`config.mk`:
```
export PLATFORM = sky130hd
export DESIGN_NAME = comp_stats
export DESIGN_NICKNAME = d
export VERILOG_FILES = /design/src/rtl/comp_stats.sv
export SDC_FILE = /design/constraint.sdc
export NUM_CORES = 1
export LEC_CHECK = 0
export CAP_MARGIN = 15
export CORE_MARGIN = 2
export CORE_UTILIZATION = 41
export CTS_CLUSTER_SIZE = 16
export DETAILED_ROUTE_END_ITERATION = 12
export PLACE_DENSITY_LB_ADDON = 0.1
export SYNTH_ARGS = -nofsm -noshare
export SYNTH_HDL_FRONTEND = slang
export SYNTH_SLANG_ARGS = --single-unit
```
`constraint.sdc`:
```
create_clock -name clk -period 3.5 [get_ports clk]
set_input_delay 0.525 -clock clk [delete_from_list [all_inputs] [get_ports clk]]
set_output_delay 0.525 -clock clk [all_outputs]
set_load 0.02 [all_outputs]
```
`src/rtl/comp_stats.sv`:
```
// comp_stats: accumulates comparator-result statistics over a window of valid samples.
//
// A start pulse in IDLE clears the tallies and opens a window of `win` valid samples.
// Each accepted sample with exactly one of gt/eq/lt set bumps the matching saturating
// counter; any other flag combination sets the sticky err flag instead. max_a tracks the
// largest operand seen. The sample that completes the window moves the FSM to DONE on
// the same edge it is tallied, giving a one-cycle done pulse before returning to IDLE.
//
// Ports:
//   clk    in   clock, all state changes on the rising edge
//   rst    in   synchronous active-high reset, priority over start/valid
//   start  in   open a new window (honoured only in IDLE)
//   valid  in   qualifies a/gt/eq/lt this cycle
//   a      in   [n-1:0] operand A fed to the upstream comparator
//   gt     in   comparator flag A > B
//   eq     in   comparator flag A == B
//   lt     in   comparator flag A < B
//   busy   out  window in progress
//   done   out  one-cycle pulse when a window completes
//   gt_cnt out  [cw-1:0] tally of gt samples
//   eq_cnt out  [cw-1:0] tally of eq samples
//   lt_cnt out  [cw-1:0] tally of lt samples
//   max_a  out  [n-1:0] largest a accepted in the current/last window
//   err    out  sticky malformed-flags indicator for the window
module comp_stats #(
    parameter int unsigned n   = 4,
    parameter int unsigned cw  = 8,
    parameter int unsigned win = 16
) (
    input  logic          clk,
    input  logic          rst,
    input  logic          start,
    input  logic          valid,
    input  logic [n-1:0]  a,
    input  logic          gt,
    input  logic          eq,
    input  logic          lt,
    output logic          busy,
    output logic          done,
    output logic [cw-1:0] gt_cnt,
    output logic [cw-1:0] eq_cnt,
    output logic [cw-1:0] lt_cnt,
    output logic [n-1:0]  max_a,
    output logic          err
);

    // Wide enough to hold the value win itself.
    localparam int unsigned iw = $clog2(win + 1);

    localparam logic [iw-1:0] last_idx = iw'(win - 1);

    typedef enum logic [1:0] {
        StIdle,
        StRun,
        StDone
    } state_t;

    state_t        state;
    logic [iw-1:0] idx;

    always_ff @(posedge clk) begin
        if (rst) begin
            state  <= StIdle;
            idx    <= '0;
            busy   <= 1'b0;
            done   <= 1'b0;
            gt_cnt <= '0;
            eq_cnt <= '0;
            lt_cnt <= '0;
            max_a  <= '0;
            err    <= 1'b0;
        end else begin
            case (state)
                StIdle: begin
                    done <= 1'b0;
                    if (start) begin
                        state  <= StRun;
                        idx    <= '0;
                        busy   <= 1'b1;
                        gt_cnt <= '0;
                        eq_cnt <= '0;
                        lt_cnt <= '0;
                        max_a  <= '0;
                        err    <= 1'b0;
                    end
                end

                StRun: begin
                    if (valid) begin
                        // Only a clean one-hot result is tallied; anything else
                        // still consumes a slot in the window.
                        case ({gt, eq, lt})
                            3'b100: if (gt_cnt != '1) gt_cnt <= gt_cnt + cw'(1);
                            3'b010: if (eq_cnt != '1) eq_cnt <= eq_cnt + cw'(1);
                            3'b001: if (lt_cnt != '1) lt_cnt <= lt_cnt + cw'(1);
                            default: err <= 1'b1;
                        endcase

                        if (a > max_a) begin
                            max_a <= a;
                        end

                        idx <= idx + iw'(1);
                        if (idx == last_idx) begin
                            state <= StDone;
                            busy  <= 1'b0;
                            done  <= 1'b1;
                        end
                    end
                end

                StDone: begin
                    state <= StIdle;
                    done  <= 1'b0;
                end

                default: begin
                    state <= StIdle;
                    busy  <= 1'b0;
                    done  <= 1'b0;
                end
            endcase
        end
    end

endmodule
```
# == After elaboration in Yosys (flattened, before gate mapping) ==
# Cells that the tools add are included.
# totals
ff_bits,38
latchBits,0
ram_bits,0
romBits,0
in_bits,11
output_inout_bits,31
wordCells,81
memories,0
# op_classes
add_sub_neg,4
mul,0
div,0
magnitude_cmp,1
n_eq_ne,20
shift,0
mux,32
bitwise_logic,2
reduce_logical,13
# ops
cell,n
$mux 8,10
$pmux 8 s2,3
$add 8x1->8 const B,3
$ne 8x8->1 const B,3
$ne 2x2->1 const B,8
$reduce_and 5->1,3
$mux 4,3
$reduce_and 4->1,3
$mux 5,2
$pmux 5 s2,1
$pmux 4 s2,1
$mux 1,6
$mux 2,3
$ne 2x1->1 const B,3
$reduce_and 3->1,2
$add 5x1->5 const B,1
$eq 5x4->1 const B,1
$gt 4x4->1,1
$pmux 2 s2,1
$eq 3x1->1 const B,1
$eq 3x2->1 const B,1
$eq 3x3->1 const B,1
$pmux 1 s3,1
$reduce_or 3->1,1
8 further kinds,9

# == Longest topological paths before layout ==
# Gate-level depths: netlist of the first run.
# logic_depth
word_depth,5
mapped_depth,7

# == Worst setup path after synthesis of the first run ==
# Ideal clock, no wire load.
# synth_timing
path_kind,input -> register
start,in eq
end,reg gt_cnt[3]
setup_ns,0.074
arrival_ns,2.076
required_time_ns,3.426
path_slack_ns,1.350
path_stages,5
n_path_buf,0
path_cell_list,or3b_1 -> a211o_1 -> a311o_1 -> or4_1 -> o21ai_0
# synth_via
elab_chain_cells,3
# synth_lines
element,line,text
"start, declared",36,"input logic eq,"
$eq 3x3->1,92,"case ({gt, eq, lt})"
$ne 2x1->1 (no source line),--,
$reduce_and 5->1 (no source line),--,
"end signal, assigned",93,3'b100: if (gt_cnt != '1) gt_cnt <= gt_cnt + cw'(1);
"end, declared",40,"output logic [cw-1:0] gt_cnt,"
# Every way passes these cells.
# A chain may end at the register's enable or synchronous reset.

# == Final worst setup path of the first run ==
# layout_timing
start,in gt
end,reg gt_cnt[3]
# layout_via
elab_chain_cells,3
# layout_lines
element,line,text
"start, declared",35,"input logic gt,"
$eq 3x3->1,92,
$ne 2x1->1 (no source line),--,
$reduce_and 5->1 (no source line),--,
# Every way passes these cells.

==> results of run 1 <==
-- layout make-up --
class / count / area [um^2]
Clock buffer: 7 / 86.3
Clock inverter: 1 / 5.00
Fill cell: 411 / 1950
Inverter: 11 / 41.3
Multi-Input combinational cell: 174 / 1070
Sequential cell: 38 / 761
Tap cell: 52 / 65.1
Timing Repair Buffer: 44 / 433
-- worst min path at each step --
stage	from	to	slack, ns	cells past startpoint
after floorplan	idx[1]$_SDFFE_PP0P_	idx[1]$_SDFFE_PP0P_	0.45	2
after global placement	done$_SDFFE_PP0P_	done$_SDFFE_PP0P_	0.46	2
after detailed placement	done$_SDFFE_PP0P_	done$_SDFFE_PP0P_	0.46	2
after CTS	done$_SDFFE_PP0P_	done$_SDFFE_PP0P_	0.48	2
after global routing	idx[1]$_SDFFE_PP0P_	idx[1]$_SDFFE_PP0P_	0.49	2
final	done$_SDFFE_PP0P_	done$_SDFFE_PP0P_	0.48	2
-- placed cells by master, fill, tap and decap left out, types with 3 or more instances in the layout --
master	count
and3_1	3
clkbuf_8	6
nand3_1	16
a211oi_1	3
o21ai_0	11
a32o_1	4
nor3b_1	3
inv_1	11
ha_1	9
nor2_1	29
o22ai_1	3
a21oi_1	17
xnor2_1	7
or4_1	4
a21o_1	3
nand2_1	19
clkdlybuf4s50_1	41
nor3_1	9
dfxtp_1	38
a2111oi_0	3
buf_4	3
-- per-stage QoR --
step	utilization	instance area (um^2)	worst slack (ns)	power, mW	hold WS (ns)
3_3_place_gp	0.537	2370	0.723	0.561	0.463
2_1_floorplan	-	1900	1.35	0.519	0.449
3_5_place_dp	0.537	2370	0.683	0.562	0.460
4_1_cts	0.558	2460	0.998	0.875	0.483
5_1_grt	0.558	2460	0.908	0.906	0.489
6_report	0.558	2460	0.992	0.860	0.479
-- tightest hold or removal path, delay by kind of cell (launching register included) --
| kind | cells | cell delay (ns) |
|---|---|---|
| flip-flops | 1 | 0.34 |
| AO/OA/AOI/OAI | 1 | 0.04 |
| AND/OR/NAND/NOR | 1 | 0.07 |
-- flip-flops by register name, indices dropped and copies added, names as in the netlist --
name,count
eq_cnt,8
idx,5
busy,1
max_a,4
state,2
gt_cnt,8
done,1
err,1
lt_cnt,8
-- power by group through the flow --
stage | clock, mW | sequential, mW | combinational [mW]
after floorplan | 0 | 0.461 | 0.0586
after detailed placement | 0 | 0.456 | 0.106
after CTS | 0.323 | 0.446 | 0.106
after global placement | 0 | 0.456 | 0.105
after global routing | 0.340 | 0.448 | 0.118
final | 0.309 | 0.447 | 0.105
-- metal layers --
metal	up-vias	GRT usage	routed length, um
met1	806	0.247	2100
met5	-	0	0
li1	928	-	-
met2	46	0.273	2000
met4	0	0.0629	42
met3	6	0.0389	202
-- cells by family (layout without fill, tap and decap cells) --
family                     after synthesis  in the layout  share of synthesized area
muxes                                    4              4                     0.0223
AOI/OAI and AO/OA                       58             58                      0.200
xor gates and xnor gates                 9              9                     0.0414
adders and majority gates                9              9                     0.0591
and+or+nand+nor                         94             94                      0.239
DFF                                     38             38                      0.399
buffers and inverters                   19             63                     0.0381
==> qor.csv, run 1 <==
metric,value,unit
drt-pass1-iter-count,4,
clkPwrFrac,0.359,
leakagePower,0.902,nW
timing.slew.headroom,0.505,
grt.total_usage,0.178,
synthCells,231,
fin_tns_setup,0,ns
grt_max_degree,23,
synthToLayoutAreaGrowth,29.3,%
syn-num-nets,251,
ys_warn_count,0,
fin_nets,294,
switching_power,0.218,mW
drc,0,
clockBufferDepth,2,
syn_avg_cell_area,8.24,um^2
antenna_left,0,
routedWlPerCell,13.3,um
max_stage_delay,0.52,ns
root_buffer,clkbuf_8,
rrSetupSlack,1.26,ns
drive_above_1_share,0.0509,
end_kind,flip-flop,
reg2regPathDepth,5,
grt_pass1_wl,7.40,mm
gp_congestion,0.799,
hold_class,reg -> reg,
clk_latency,0.29,ns
synthFlopType,dfxtp_1,
fin_cells,327,
synth_edf_count,0,
dpl.cell_count,319,
ys_ff_latch,38,
drtIter0Drc,106,
reg2reg_from,state[0]$_SDFFE_PP0P_,
irDropWorstVdd,0.000230,V
viasPerCell,5.46,
worstSetupEndpoint,gt_cnt[3]$_SDFFE_PP0P_,
hold_viol,0,
crit_arrival,2.72,ns
fmax,0.399,GHz
start_util,0.431,
clk_pin_slew_worst_paths,0.07,ns
cts_tree,yes,
start_kind,input pin,
cts-buffers-inserted,5,
core_area,0.00441,mm^2
die_h,72.2,um
drt-total-wl,4.34,mm
ctsHoldBuffers,0,
yosysUniqueCellTypes,40,
pwr-share-seq,0.519,
combPwrFrac,0.122,
finClkSkew,0.00710,ns
vias,1786,
yosysMostFrequentCell,dfxtp_1,
cp_slowest_cell,clkdlybuf4s50_1,
async_flop_share,0,
die_w,72.2,um
htreeDepth,2,
grt_antenna_before_repair,0,
status,"finished, final reports clean",
maxCapViolations,0,
timing.final.crit_share,0.717,
final_max_slew_viol_count,0,
hpwl,3.12,mm
yosys-top-cells-count,"dfxtp_1 (38), nor2_1 (29), nand2_1 (19)",
switching_share,0.253,
portBuffers,41,
finalSetupViolCount,0,
min_period,2.51,ns
synth_top_area_cell,dfxtp_1,
cp_top_family,simple AND/OR/NAND/NOR gates,
grt_pass1_vias,1626,
critical_path_cell_count,6,
rsz0062_at_grt,no,
io_pins,42,
rows,24,
cts_setup_buffers,0,
worst_slew_pin_slew,0.737,ns
synth_area_leaders,"dfxtp_1 (40%), ha_1 (5.9%), nor2_1 (5.7%)",
synth_top_area_frac,0.399,
internal_power,0.643,mW
reg2reg_to,eq_cnt[3]$_SDFFE_PP0P_,
crit_buf_inv,1,
syn-cell-area,0.00190,mm^2
ys_seq_area_frac,0.399,
cp_max_fo,5,
clkSinkCount,38,
gr-total-overflow,0,
die_area,0.00521,mm^2
worstSetupPathType,in -> reg,
power_density,349,mW/mm^2
path_cells,"clkdlybuf4s50_1, or3b_1, a211o_1, a311o_1, or4_1, o21ai_0",
antenna_cells,0,
startpoint,gt,
cp_data_required_time,3.72,ns
cts-resized-gates,0,
Note: power is estimated with default switching activity, not from simulation.
==> run 2, diff against run 1 <==
==> constraint.sdc (replaced) <==
create_clock -name clk -period 2.5 [get_ports clk]
set_input_delay 0.375 -clock clk [delete_from_list [all_inputs] [get_ports clk]]
set_output_delay 0.375 -clock clk [all_outputs]
set_load 0.02 [all_outputs]
==> run 2 against run 1 <==
Clock skew decreased by 0.0023 ns. Core utilization is 2.3 points higher. Flip-flop and latch count unchanged. Sequential power up 40%. Wire length increased by 0.83%. Via count increased by 2.2%. Critical endpoint unchanged. Largest cell class unchanged. Highest routed layer unchanged.
==> qor.csv, run 2 (synthesis results as in run 1) <==
metric,value,unit,change
clk_latency,0.29,ns,about the same
layout_commonest_cell,clkdlybuf4s50_1,,unchanged
cts_tree,yes,,unchanged
drt-pass1-iter-count,4,,unchanged
clk_pin_slew_worst_paths,0.08,ns,was 0.07 ns
die_h,72.2,um,unchanged
grt_antenna_before_repair,0,,unchanged
cp_data_required_time,2.72,ns,was 3.72 ns
grt_pass1_vias,1715,,was 1626
io_pins,42,,unchanged
grt_max_degree,13,,was 23
synthToLayoutAreaGrowth,34.6,%,was 29.3%
viasPerCell,5.40,,was 5.46
routedWlPerCell,12.9,um,was 13.3 um
portBuffers,41,,unchanged
clockBufferDepth,2,,unchanged
drive_above_1_share,0.0909,,was 0.0509
end_kind,flip-flop,,unchanged
timing.final.crit_share,0.895,,
dpl.cell_count,330,,was 319
finClkSkew,0.00483,ns,was 0.00710 ns
cts-resized-gates,0,,unchanged
htreeDepth,2,,unchanged
start_kind,input pin,,unchanged
fin_ws,0.262,ns,was 0.992 ns
final_max_slew_viol_count,0,,unchanged
fin_tns_setup,0,ns,unchanged
drtIter0Drc,75,,was 106
gr-total-overflow,0,,unchanged
rrSetupSlack,0.43,ns,was 1.26 ns
reg2reg_from,state[0]$_SDFFE_PP0P_,,unchanged
reg2regPathDepth,5,,unchanged
die_w,72.2,um,unchanged
core_area,0.00441,mm^2,unchanged
grt_pass1_wl,7.49,mm,was 7.40 mm
fillers,396,,was 411
power_density,510,mW/mm^2,was 349 mW/mm^2
worstSetupEndpoint,gt_cnt[3]$_SDFFE_PP0P_,,unchanged
drc,0,,unchanged
cts_setup_buffers,0,,unchanged
root_buffer,clkbuf_8,,unchanged
start_util,0.431,,unchanged
vias,1825,,was 1786
status,"finished, final reports clean",,unchanged
finalSetupViolCount,0,,unchanged
hold_viol,0,,unchanged
antenna_left,0,,unchanged
rsz0062_at_grt,no,,unchanged
hold_class,reg -> reg,,unchanged
clkSinkCount,38,,unchanged
worst_slew_pin_slew,0.569,ns,was 0.737 ns
crit_arrival,2.46,ns,was 2.72 ns
gp_congestion,0.853,,was 0.799
multi_input_area,0.00107,mm^2,unchanged
startpoint,gt,,unchanged
rows,24,,unchanged
leakagePower,0.964,nW,was 0.902 nW
seq_area,761,um^2,unchanged
detailedPlace.worstSlack,-0.0499,ns,was 0.683 ns
cp_max_fo,4,,was 5
cts-buffers-inserted,5,,unchanged
grt.total_usage,0.181,,was 0.178
design_area,0.00256,mm^2,was 0.00246 mm^2
hpwl,3.20,mm,was 3.12 mm
antenna_cells,0,,unchanged
fmax,0.447,GHz,
fin_nets,305,,was 294
drt-total-wl,4.38,mm,was 4.34 mm
min_period,2.24,ns,
ctsHoldBuffers,0,,unchanged
largestRegisters,"eq_cnt (8), gt_cnt (8), lt_cnt (8)",,unchanged
die_area,0.00521,mm^2,unchanged
maxCapViolations,0,,unchanged
fin_cells,338,,was 327
finalPower,1.31,mW,was 0.860 mW
worstSetupPathType,in -> reg,,unchanged
final_cell_mix,"clkdlybuf4s50_1 (41), dfxtp_1 (38), nor2_1 (29)",,unchanged
post_dp_cell_area,0.00245,mm^2,was 0.00237 mm^2
reg2reg_to,eq_cnt[5]$_SDFFE_PP0P_,,was eq_cnt[3]$_SDFFE_PP0P_
irDropWorstVdd,0.000279,V,was 0.000230 V
timing.slew.headroom,0.611,,was 0.505
==> run 2: cell count changes in the layout (fill, tap and decap cells not counted) <==
cell,change
clkbuf_8,-1
clkbuf_1,-1
bufinv_16,+1
buf_4,+11
clkinv_2,+1
==> run 2: worst max-delay path: stages <==
cell and delay [ns]:
clkdlybuf4s50_1 0.47, or3b_1 0.38, a211o_1 0.33, a311o_1 0.36, or4_1 0.46, o21ai_0 0.07
==> run 2: cell type report <==
cell class | instances | area share
multi-input cells | 174 | 0.418
clock buffers | 5 | 0.0269
flip-flops and latches | 38 | 0.297
repair buffers | 55 | 0.201
inverters | 11 | 0.0161
well taps | 52 | 0.0254
clock inverters | 3 | 0.0156
==> run 2: how the worst min path moves through the flow <==
stage | startpoint | to | slack (ns) | depth (start not counted)
after floorplan | idx[1]$_SDFFE_PP0P_ | idx[1]$_SDFFE_PP0P_ | 0.45 | 2
final | idx[1]$_SDFFE_PP0P_ | idx[1]$_SDFFE_PP0P_ | 0.48 | 2
after global placement | idx[1]$_SDFFE_PP0P_ | idx[1]$_SDFFE_PP0P_ | 0.46 | 2
after CTS | idx[1]$_SDFFE_PP0P_ | idx[1]$_SDFFE_PP0P_ | 0.48 | 2
after detailed placement | idx[1]$_SDFFE_PP0P_ | idx[1]$_SDFFE_PP0P_ | 0.47 | 2
after global routing | idx[1]$_SDFFE_PP0P_ | idx[1]$_SDFFE_PP0P_ | 0.52 | 2
==> run 2: report_power, final <==
group / internal (mW) / switching [mW]
combinational: 0.0775 / 0.0882
clock: 0.294 / 0.223
sequential: 0.614 / 0.0107
total: 0.986 / 0.322
==> run 2: layer usage <==
layer  part of all wire  up-vias  GRT usage
met5                  0        -          0
li1                   -      949          -
met2               0.46       32      0.296
met4              0.016        0     0.0713
met3              0.039        8     0.0403
met1               0.49      836      0.233
==> run 2: through the flow <==
stage	hold WS (ns)	util
floorplan	0.449	-
global placement	0.461	0.556
detailed placement	0.471	0.556
CTS	0.482	0.580
global route	0.518	0.580
finish	0.478	0.580
